### src/rtl/pattern_sequencer.sv
// pattern_sequencer
//   Plays a programmable sequence of configuration words from one of NBANK
//   pattern banks onto cfg_out. A run plays steps 0..seq_len of the chosen
//   bank, (repeat_cnt+1) times back to back. The MSB of cfg_out is gated low
//   for early steps, and flag_adc pulses on a chosen step. Banks are filled
//   through a byte-wide write port in PROG mode, MSB byte first.
//
// Ports:
//   clk, rst            clock (rising edge), asynchronous active-high reset
//   start, abort        run control (start honoured in IDLE only)
//   bank_sel, seq_len,  run configuration, latched when the run starts
//   repeat_cnt,
//   gate_start,
//   flag_step
//   wr_en, wr_stb,      programming: session request, byte strobe,
//   wr_bank, wr_data    target bank (latched on entry) and data byte
//   cfg_out             registered configuration word (IDLE_WORD when idle)
//   flag_adc            registered 1-cycle pulse on the flag step
//   busy                high while running
//   done                1-cycle pulse after a run completes normally
//   wr_full             high once the bank has been filled this session
module pattern_sequencer #(
  parameter int                WORD_W    = 16,
  parameter int                ADDR_W    = 6,
  parameter int                NBANK     = 4,
  parameter int                BANK_W    = 2,
  parameter logic [WORD_W-1:0] IDLE_WORD = 16'h1404
) (
  input  logic              clk,
  input  logic              rst,
  input  logic              start,
  input  logic              abort,
  input  logic [BANK_W-1:0] bank_sel,
  input  logic [ADDR_W-1:0] seq_len,
  input  logic [7:0]        repeat_cnt,
  input  logic [ADDR_W-1:0] gate_start,
  input  logic [ADDR_W-1:0] flag_step,
  input  logic              wr_en,
  input  logic              wr_stb,
  input  logic [BANK_W-1:0] wr_bank,
  input  logic [7:0]        wr_data,
  output logic [WORD_W-1:0] cfg_out,
  output logic              flag_adc,
  output logic              busy,
  output logic              done,
  output logic              wr_full
);

  localparam int BYTES  = WORD_W / 8;
  localparam int DEPTH  = 2 ** ADDR_W;
  localparam int BCNT_W = (BYTES > 1) ? $clog2(BYTES) : 1;
  // Assembler holds only the bytes still waiting for the final one.
  localparam int ASM_W  = (BYTES > 1) ? (WORD_W - 8) : 1;

  typedef enum logic [1:0] {
    ST_IDLE = 2'd0,
    ST_RUN  = 2'd1,
    ST_PROG = 2'd2
  } state_t;

  state_t              state_q, state_d;
  logic [ADDR_W-1:0]   step_q, step_d;
  logic [7:0]          pass_q, pass_d;
  logic [BANK_W-1:0]   bank_q, bank_d;
  logic [ADDR_W-1:0]   len_q, len_d;
  logic [7:0]          rep_q, rep_d;
  logic [ADDR_W-1:0]   gate_q, gate_d;
  logic [ADDR_W-1:0]   fstep_q, fstep_d;
  logic [BANK_W-1:0]   wbank_q, wbank_d;
  logic [ADDR_W-1:0]   wptr_q, wptr_d;
  logic [BCNT_W-1:0]   bcnt_q, bcnt_d;
  logic [ASM_W-1:0]    asm_q, asm_d;
  logic                wr_full_q, wr_full_d;
  logic [WORD_W-1:0]   cfg_out_q, cfg_out_d;
  logic                flag_adc_q, flag_adc_d;
  logic                busy_q, busy_d;
  logic                done_q, done_d;
  // Set on the edge that ends a normal run; done follows one cycle later so
  // that it lines up with cfg_out returning to IDLE_WORD.
  logic                fin_q, fin_d;

  logic [WORD_W-1:0]   mem_q [NBANK][DEPTH];
  logic                mem_we;
  logic [BANK_W-1:0]   mem_wbank;
  logic [ADDR_W-1:0]   mem_waddr;
  logic [WORD_W-1:0]   mem_wdata;

  logic [WORD_W-1:0]   rd_word;
  logic [WORD_W-1:0]   gated_word;
  logic [WORD_W-1:0]   asm_word;
  logic [ASM_W-1:0]    asm_keep;

  // Word formed by the pending bytes plus the incoming byte, and the
  // portion of it kept in the assembler for the next strobe.
  if (BYTES > 1) begin : g_multi_byte
    assign asm_word = {asm_q, wr_data};
    assign asm_keep = asm_word[ASM_W-1:0];
  end else begin : g_single_byte
    assign asm_word = wr_data;
    assign asm_keep = asm_q;
  end

  assign rd_word    = mem_q[bank_q][step_q];
  // MSB is forced low for steps below gate_start; gate_start=0 never gates.
  assign gated_word = {rd_word[WORD_W-1] & (step_q >= gate_q), rd_word[WORD_W-2:0]};

  // Next-state, counter and output computation.
  always_comb begin
    state_d    = state_q;
    step_d     = step_q;
    pass_d     = pass_q;
    bank_d     = bank_q;
    len_d      = len_q;
    rep_d      = rep_q;
    gate_d     = gate_q;
    fstep_d    = fstep_q;
    wbank_d    = wbank_q;
    wptr_d     = wptr_q;
    bcnt_d     = bcnt_q;
    asm_d      = asm_q;
    wr_full_d  = wr_full_q;
    cfg_out_d  = IDLE_WORD;
    flag_adc_d = 1'b0;
    fin_d      = 1'b0;
    done_d     = fin_q;
    mem_we     = 1'b0;
    mem_wbank  = wbank_q;
    mem_waddr  = wptr_q;
    mem_wdata  = asm_word;

    case (state_q)
      ST_IDLE: begin
        if (wr_en) begin
          state_d   = ST_PROG;
          wbank_d   = wr_bank;
          wptr_d    = {ADDR_W{1'b0}};
          bcnt_d    = {BCNT_W{1'b0}};
          asm_d     = {ASM_W{1'b0}};
          wr_full_d = 1'b0;
        end else if (start) begin
          state_d = ST_RUN;
          bank_d  = bank_sel;
          len_d   = seq_len;
          rep_d   = repeat_cnt;
          gate_d  = gate_start;
          fstep_d = flag_step;
          step_d  = {ADDR_W{1'b0}};
          pass_d  = 8'd0;
        end else begin
          state_d = ST_IDLE;
        end
      end

      ST_RUN: begin
        // The word for the current step is registered even on the abort
        // edge; IDLE_WORD appears the cycle after.
        cfg_out_d = gated_word;
        if (abort) begin
          state_d    = ST_IDLE;
          flag_adc_d = 1'b0;
          step_d     = {ADDR_W{1'b0}};
          pass_d     = 8'd0;
        end else begin
          flag_adc_d = (step_q == fstep_q);
          if (step_q == len_q) begin
            if (pass_q < rep_q) begin
              step_d = {ADDR_W{1'b0}};
              pass_d = pass_q + 8'd1;
            end else begin
              state_d = ST_IDLE;
              fin_d   = 1'b1;
              step_d  = {ADDR_W{1'b0}};
              pass_d  = 8'd0;
            end
          end else begin
            step_d = step_q + ADDR_W'(1);
          end
        end
      end

      ST_PROG: begin
        if (!wr_en) begin
          // Leaving PROG drops any partially assembled word.
          state_d   = ST_IDLE;
          wptr_d    = {ADDR_W{1'b0}};
          bcnt_d    = {BCNT_W{1'b0}};
          asm_d     = {ASM_W{1'b0}};
          wr_full_d = 1'b0;
        end else if (wr_stb && !wr_full_q) begin
          if (bcnt_q == BCNT_W'(BYTES - 1)) begin
            mem_we = 1'b1;
            bcnt_d = {BCNT_W{1'b0}};
            asm_d  = {ASM_W{1'b0}};
            wptr_d = wptr_q + ADDR_W'(1);
            if (wptr_q == ADDR_W'(DEPTH - 1)) begin
              // Pointer wraps to 0 but wr_full blocks further writes.
              wr_full_d = 1'b1;
            end else begin
              wr_full_d = 1'b0;
            end
          end else begin
            bcnt_d = bcnt_q + BCNT_W'(1);
            asm_d  = asm_keep;
          end
        end else begin
          state_d = ST_PROG;
        end
      end

      default: begin
        state_d = ST_IDLE;
      end
    endcase

    busy_d = (state_d == ST_RUN);
  end

  // Control and output registers with asynchronous reset.
  always_ff @(posedge clk or posedge rst) begin
    if (rst) begin
      state_q    <= ST_IDLE;
      step_q     <= {ADDR_W{1'b0}};
      pass_q     <= 8'd0;
      bank_q     <= {BANK_W{1'b0}};
      len_q      <= {ADDR_W{1'b0}};
      rep_q      <= 8'd0;
      gate_q     <= {ADDR_W{1'b0}};
      fstep_q    <= {ADDR_W{1'b0}};
      wbank_q    <= {BANK_W{1'b0}};
      wptr_q     <= {ADDR_W{1'b0}};
      bcnt_q     <= {BCNT_W{1'b0}};
      asm_q      <= {ASM_W{1'b0}};
      wr_full_q  <= 1'b0;
      cfg_out_q  <= IDLE_WORD;
      flag_adc_q <= 1'b0;
      busy_q     <= 1'b0;
      done_q     <= 1'b0;
      fin_q      <= 1'b0;
    end else begin
      state_q    <= state_d;
      step_q     <= step_d;
      pass_q     <= pass_d;
      bank_q     <= bank_d;
      len_q      <= len_d;
      rep_q      <= rep_d;
      gate_q     <= gate_d;
      fstep_q    <= fstep_d;
      wbank_q    <= wbank_d;
      wptr_q     <= wptr_d;
      bcnt_q     <= bcnt_d;
      asm_q      <= asm_d;
      wr_full_q  <= wr_full_d;
      cfg_out_q  <= cfg_out_d;
      flag_adc_q <= flag_adc_d;
      busy_q     <= busy_d;
      done_q     <= done_d;
      fin_q      <= fin_d;
    end
  end

  // Pattern bank write port; contents survive reset.
  always_ff @(posedge clk) begin
    if (mem_we) begin
      mem_q[mem_wbank][mem_waddr] <= mem_wdata;
    end
  end

  assign cfg_out  = cfg_out_q;
  assign flag_adc = flag_adc_q;
  assign busy     = busy_q;
  assign done     = done_q;
  assign wr_full  = wr_full_q;

endmodule

### config.mk
export PLATFORM = sky130hd
export DESIGN_NAME = pattern_sequencer
export DESIGN_NICKNAME = d
export VERILOG_FILES = /design/src/rtl/pattern_sequencer.sv
export SDC_FILE = /design/constraint.sdc
export NUM_CORES = 2
export LEC_CHECK = 0
export ABC_AREA = 1
export CAP_MARGIN = 30
export CORE_MARGIN = 4
export CORE_UTILIZATION = 45
export DETAILED_ROUTE_END_ITERATION = 8
export GPL_ROUTABILITY_DRIVEN = 0
export SYNTH_ARGS = -nofsm -noshare
export SYNTH_HDL_FRONTEND = slang
export SYNTH_SLANG_ARGS = --single-unit
### constraint.sdc
create_clock -name clk -period 3.95 [get_ports clk]
set_input_delay 0.9875 -clock clk [delete_from_list [all_inputs] [get_ports clk]]
set_output_delay 0.9875 -clock clk [all_outputs]
set_load 0.02 [all_outputs]
* Word-level counts from Yosys, hierarchy flattened
Memories as Yosys holds them, arrays and structs flattened.
Index checks and enable logic that the tools add are counted.
** Storage, ports and cells
- Input bits :: 44
- Output and inout port bits :: 20
- RAM bits :: 4096
- Logic and storage cells :: 113
- Memories kept :: 1
- Flip-flop bits (word level) :: 82
** Memory list
- mem_q :: depth 4, width 1024, read ports 1, clocked after memory_dff 0, write ports 1, RTL line 82 : logic [WORD_W-1:0] mem_q [NBANK][DEPTH];
** Operators by class
- Muxes and demuxes :: 57
- Add/sub/neg operators :: 4
- Bitwise operators :: 4
- $lt $le $gt $ge :: 5
- Reductions and logical operators :: 12
- Eq/ne operators :: 12
** Operators with widths (count)
- 2-to-1 mux 1024 bit :: 1
- binary-select mux 16 bit (select 6 bit) :: 1
- demux 16 bit (select 6 bit) :: 1
- 2-to-1 mux 8 bit :: 9
- 2-to-1 mux 16 bit :: 4
- 2-to-1 mux 6 bit :: 8
- one-hot mux 8 bit (2 select lines) :: 2
- one-hot mux 6 bit (2 select lines) :: 2
- 2-to-1 mux 1 bit :: 20
- greater-or-equal comparator 7 bit (second input constant) :: 2
- inverter 6 -> 7 bit :: 2
- adder 6 x 1 -> 6 bit (second input constant) :: 2
- equality test 6 bit :: 2
- 2-to-1 mux 2 bit :: 6
- != test 3 bit (second input constant) :: 3
- AND reduction 3 bit :: 3
- adder 8 x 1 -> 8 bit (second input constant) :: 1
- less-than comparator 8 bit :: 1
- AND reduction 4 bit :: 2
- less-than comparator 7 x 1 -> 1 bit (second input constant) :: 1
- equality test 6 bit (second input constant) :: 1
- greater-or-equal comparator 6 bit :: 1
- != test 2 bit (second input constant) :: 3
- one-hot mux 2 bit (3 select lines) :: 1
- other kinds (11) :: 15

* Longest topological paths before layout
- Depth after elaboration :: 7
- Gate-level depth with buffers :: 18
- Gate-level depth less buffers :: 15

* Worst setup path after synthesis
Ideal clock, no wire load.
- Path kind :: register -> register
- From :: reg asm_q[0]
- To :: mem mem_q[0][1000] (netlist bit) (data pin)
- Cell stages (with the launch flop) :: 1
- Setup time :: 0.804 ns
- Required time :: 3.146 ns
- Data arrival time :: 3.183 ns
- Buffers on the path :: 0
- Clock period less this slack :: 3.987 ns
- Setup slack :: -0.037 ns
- Path through :: dfrtp_1
** RTL lines
- start, declared :: RTL line 72 : logic [ASM_W-1:0] asm_q, asm_d;
- start signal, assigned :: RTL line 232 : asm_q <= {ASM_W{1'b0}};
- start signal, assigned :: RTL line 251 : asm_q <= asm_d;
- end, declared :: RTL line 82
No word-level cell before the write port.

* Worst setup path in the final report
- From :: reg bank_q[0]
- To :: reg cfg_out_q[6] (netlist: cfg_out[6])
** Between the ends
- Longest elaborated chain between the ends :: 5
** RTL lines
- start, declared :: RTL line 64 : logic [BANK_W-1:0] bank_q, bank_d;
- start signal, assigned :: RTL line 224 : bank_q <= {BANK_W{1'b0}};
- start signal, assigned :: RTL line 243 : bank_q <= bank_d;
- memory (4 x 1024 bit)
- binary-select mux 16 bit (select 6 bit) :: RTL line 103 : assign rd_word = mem_q[bank_q][step_q];
- 2-to-1 mux 16 bit (implied by the code) (2 in series) :: RTL line 103
- 2-to-1 mux 16 bit :: RTL line 131 : case (state_q)
- net cfg_out_d[6] :: RTL line 74 : logic [WORD_W-1:0] cfg_out_q, cfg_out_d;
- end signal, assigned :: RTL line 253 : cfg_out_q <= cfg_out_d;
- end, declared :: RTL line 74
The timed path passes the listed nets, and every way through them passes these cells. The select of a mux whose other input is x is not followed.
A chain may end at the register's enable or synchronous reset.

==> impl_results.md <==
* Status: completed
* Largest net degree at the start of global routing at 131
* IO Pins at 64
* Post-route ant nets at 0
* Crit. End Element: flip-flop
* Syn. warnings at 0
* Commonest non-fill, non-tap cell in the layout: edfxtp_1
* Worst hold stages at 0
* Top delay family on crit path: compound AO/OA/AOI/OAI gates
* RSZ-0062 raised after global routing: no
* Port Buf Inserts at 63
* MaxCap Viol Count at 0
* Worst Hold Launch: done_d
* First-pass GRT wire length at 744000 um
* Cell count after synthesis at 15000
* CP bufs+invs at 2
* Final wirelength at 516000 um
* DPL Wire Length at 314000 um
* Synthesized area at 0.171 mm^2
* Die X at 625 um
* Sw frac at 0.354
* Hold Crit Class: reg -> reg
* Post-Layout Cell Count at 20700
* Worst slew pin tran at 1.04 ns
* Worst clock skew at 0.0564 ns
* Slew headroom at 0.308
* Initial Util at 0.452
* P_sw at 0.0453 W
* DP Cell Count at 19900
* Site row count at 226
* Final setup fails at 0
* Setup CP Type: reg -> reg
* Flop pwr share at 0.394
* H-tree depth at 5
* DR pass1 iterations at 9
* Layout cells sized above 1 at 0.0938
* CTS Sinks at 4178
* Clock latency on the worst-skew pair at 0.97 ns
* Setup_tns at 0 ns
* Pleak at 71.4 nW
* Worst path slowest cell: dfrtp_4
* Die height at 625 um
* Via density at 5.56
* Detailed Route Iter0 Violations at 14500
* Clock share of power at 0.310
* Initial antenna violation count at 16
* DRC violations left at 0
* Root buffer selected by CTS: clkbuf_16
* Min cycle time layout at 3.62 ns
* Clk buf depth at 4
* Worst r2r src: bank_q[0]
* Pwr/cell area at 651 mW/mm^2
* Critical Path Start Type: flip-flop
* Register clock-pin slew on the reported worst setup and hold paths at 0.06 ns
* Die Area at 0.391 mm^2
* Area Growth Syn to Fin at 14.4%
* Post-CTS Hold Buffers at 0
* CTS tree: built
* Required @ worst endpoint at 4.77 ns
* Worst-path cell chain: inv_8, buf_12, o21ai_0, o211ai_1, nand3_1, nand2_1, nand3_1, nand3_1, a21oi_1, nor2_1
* Worst EP arrival at 4.44 ns
* Detailed-route via count at 115000
* Setup Buffers After CTS at 0
* Hold Vio Cnt, Final at 0
* Max frequency at 276 MHz
* Drt wl/cell at 24.9 um
* Post-synthesis register bit count at 4178
* Syn_area_per_cell at 11.4 um^2
* Most frequent CP cell: nand3_1
* Tcrit/Tclk final at 0.916
* Max-slew violations at 0
* Maximum fanout along the worst path at 51
* Grt total ovfl at 0
* Int Power at 0.0825 W
* Vias in the first global route at 109000
* TritonCTS buffer count at 429
* Resize count post-CTS at 0
* Most frequent cells in the layout: edfxtp_1 (4096), nand2_1 (3387), nor2_1 (2731), nand3_1 (1434), o21ai_0 (949)
* Post-synthesis sequential area ratio at 0.729
* R2R setup slack at 0.33 ns
* Nets at 15400
* Final Util at 0.517
* Number of distinct library cells after synthesis at 39
* Hold Path Sink: done
* Gate power share at 0.296
* Syn Nets at 15000
* Slowest cell delay on critical path at 0.77 ns
* Core box area at 0.379 mm^2
* Global Route Usage Sum at 0.257
* VDD IR max at 0.575 mV
* RR Endpoint: cfg_out[6]
* R2r worst-path depth at 10
## stage by stage
stage	worst slack [ns]	total power, W	instance area [um^2]	hold slack [ns]
2_1_floorplan	0.676	0.0733	171000	0.331
3_3_place_gp	-0.0740	0.0884	182000	0.338
3_5_place_dp	-0.0263	0.0885	183000	0.340
4_1_cts	0.400	0.128	196000	0.354
5_1_grt	0.162	0.133	196000	0.366
6_report	0.332	0.128	196000	0.349
## power groups by stage
stage               registers, W  clock network, W  logic [W]
detailed placement        0.0512                 0     0.0373
floorplan                 0.0512                 0     0.0221
global route              0.0503            0.0419     0.0408
global placement          0.0512                 0     0.0371
CTS                       0.0503            0.0401     0.0374
finish                    0.0503            0.0396     0.0378
## sequential cells by signal, indices dropped and copies added, names as in the netlist
register	count
mem_q	4096
cfg_out	16
asm_q	8
pass_q	8
rep_q	8
fstep_q	6
gate_q	6
len_q	6
mem_waddr	6
step_q	6
bank_q	2
mem_wbank	2
state_q	2
bcnt_q	1
busy	1
done	1
done_d	1
flag_adc	1
wr_full	1
## final cells by class
class | count | area [um^2]
inverter | 529 | 2040
clock buffer | 538 | 11300
tap | 5016 | 6280
sequential | 4178 | 125000
antenna | 5 | 12.5
fill | 32500 | 183000
timing repair buffer | 814 | 8960
multi-input combinational | 9370 | 40100
clock inverter | 243 | 2260
## worst max-delay path by stage
stage,start,to,slack [ns],cells after the start
2_1_floorplan,rst,asm_q[0],0.68,1
4_1_cts,bank_q[0],cfg_out[15],0.40,15
3_5_place_dp,wr_en,mem_q[0][761],-0.03,11
6_report,bank_q[0],cfg_out[6],0.33,10
5_1_grt,bank_q[0],cfg_out[7],0.16,14
3_3_place_gp,wr_en,mem_q[0][604],-0.07,11
## cells by family (layout without fill, tap and decap cells)
group | after synthesis | in the layout | share of synthesized area
adders and majority gates | 16 | 16 | 0.00117
other | 0 | 5 | 0
buffers and inverters | 1434 | 2124 | 0.0369
and+or+nand+nor | 7650 | 7650 | 0.180
AOI/OAI and AO/OA | 1690 | 1690 | 0.0518
xor gates and xnor gates | 14 | 14 | 0.000715
DFF | 4178 | 4178 | 0.729
## synthesized netlist by cell type
cell | n | share of area
edfxtp_1 | 4096 | 0.72
nand2_1 | 3391 | 0.074
nor2_1 | 2731 | 0.060
nand3_1 | 1434 | 0.042
o21ai_0 | 949 | 0.028
inv_1 | 519 | 0.011
clkbuf_1 | 348 | 0.0076
o21ai_1 | 286 | 0.0083
a21oi_1 | 284 | 0.0083
buf_2 | 260 | 0.0076
o211ai_1 | 158 | 0.0069
buf_1 | 148 | 0.0032
buf_4 | 135 | 0.0059
dfrtp_1 | 79 | 0.012
or2_2 | 64 | 0.0023
ha_1 | 16 | 0.0012
buf_6 | 13 | 0.00085
xor2_1 | 11 | 0.00056
nand4_1 | 7 | 0.00026
nor3_1 | 7 | 0.00020
nor4_4 | 7 | 0.00087
o22ai_1 | 7 | 0.00026
inv_2 | 6 | 0.00013
clkinv_1 | 4 | 0.000088
dfstp_2 | 3 | 0.00046
nor2_2 | 3 | 0.00011
xnor2_1 | 3 | 0.00015
nor3b_1 | 2 | 0.000088
a221oi_1 | 1 | 0.000051
a22oi_1 | 1 | 0.000044
a31oi_1 | 1 | 0.000037
buf_12 | 1 | 0.00012
nand2_2 | 1 | 0.000037
nand3_4 | 1 | 0.00010
nor3_2 | 1 | 0.000058
nor4_1 | 1 | 0.000037
o2111ai_1 | 1 | 0.000051
o2bb2ai_1 | 1 | 0.000051
o32ai_1 | 1 | 0.000051
## layer usage
layer,wire length [um],global-route usage,share of wire,vias up
met4,22900,0.102,0.044,8
met3,45500,0.0373,0.088,947
met1,208000,0.360,0.40,56400
li1,-,-,-,52300
met2,239000,0.407,0.46,5381
met5,47,0,0.000091,-
(Power assumes the default switching activity.)
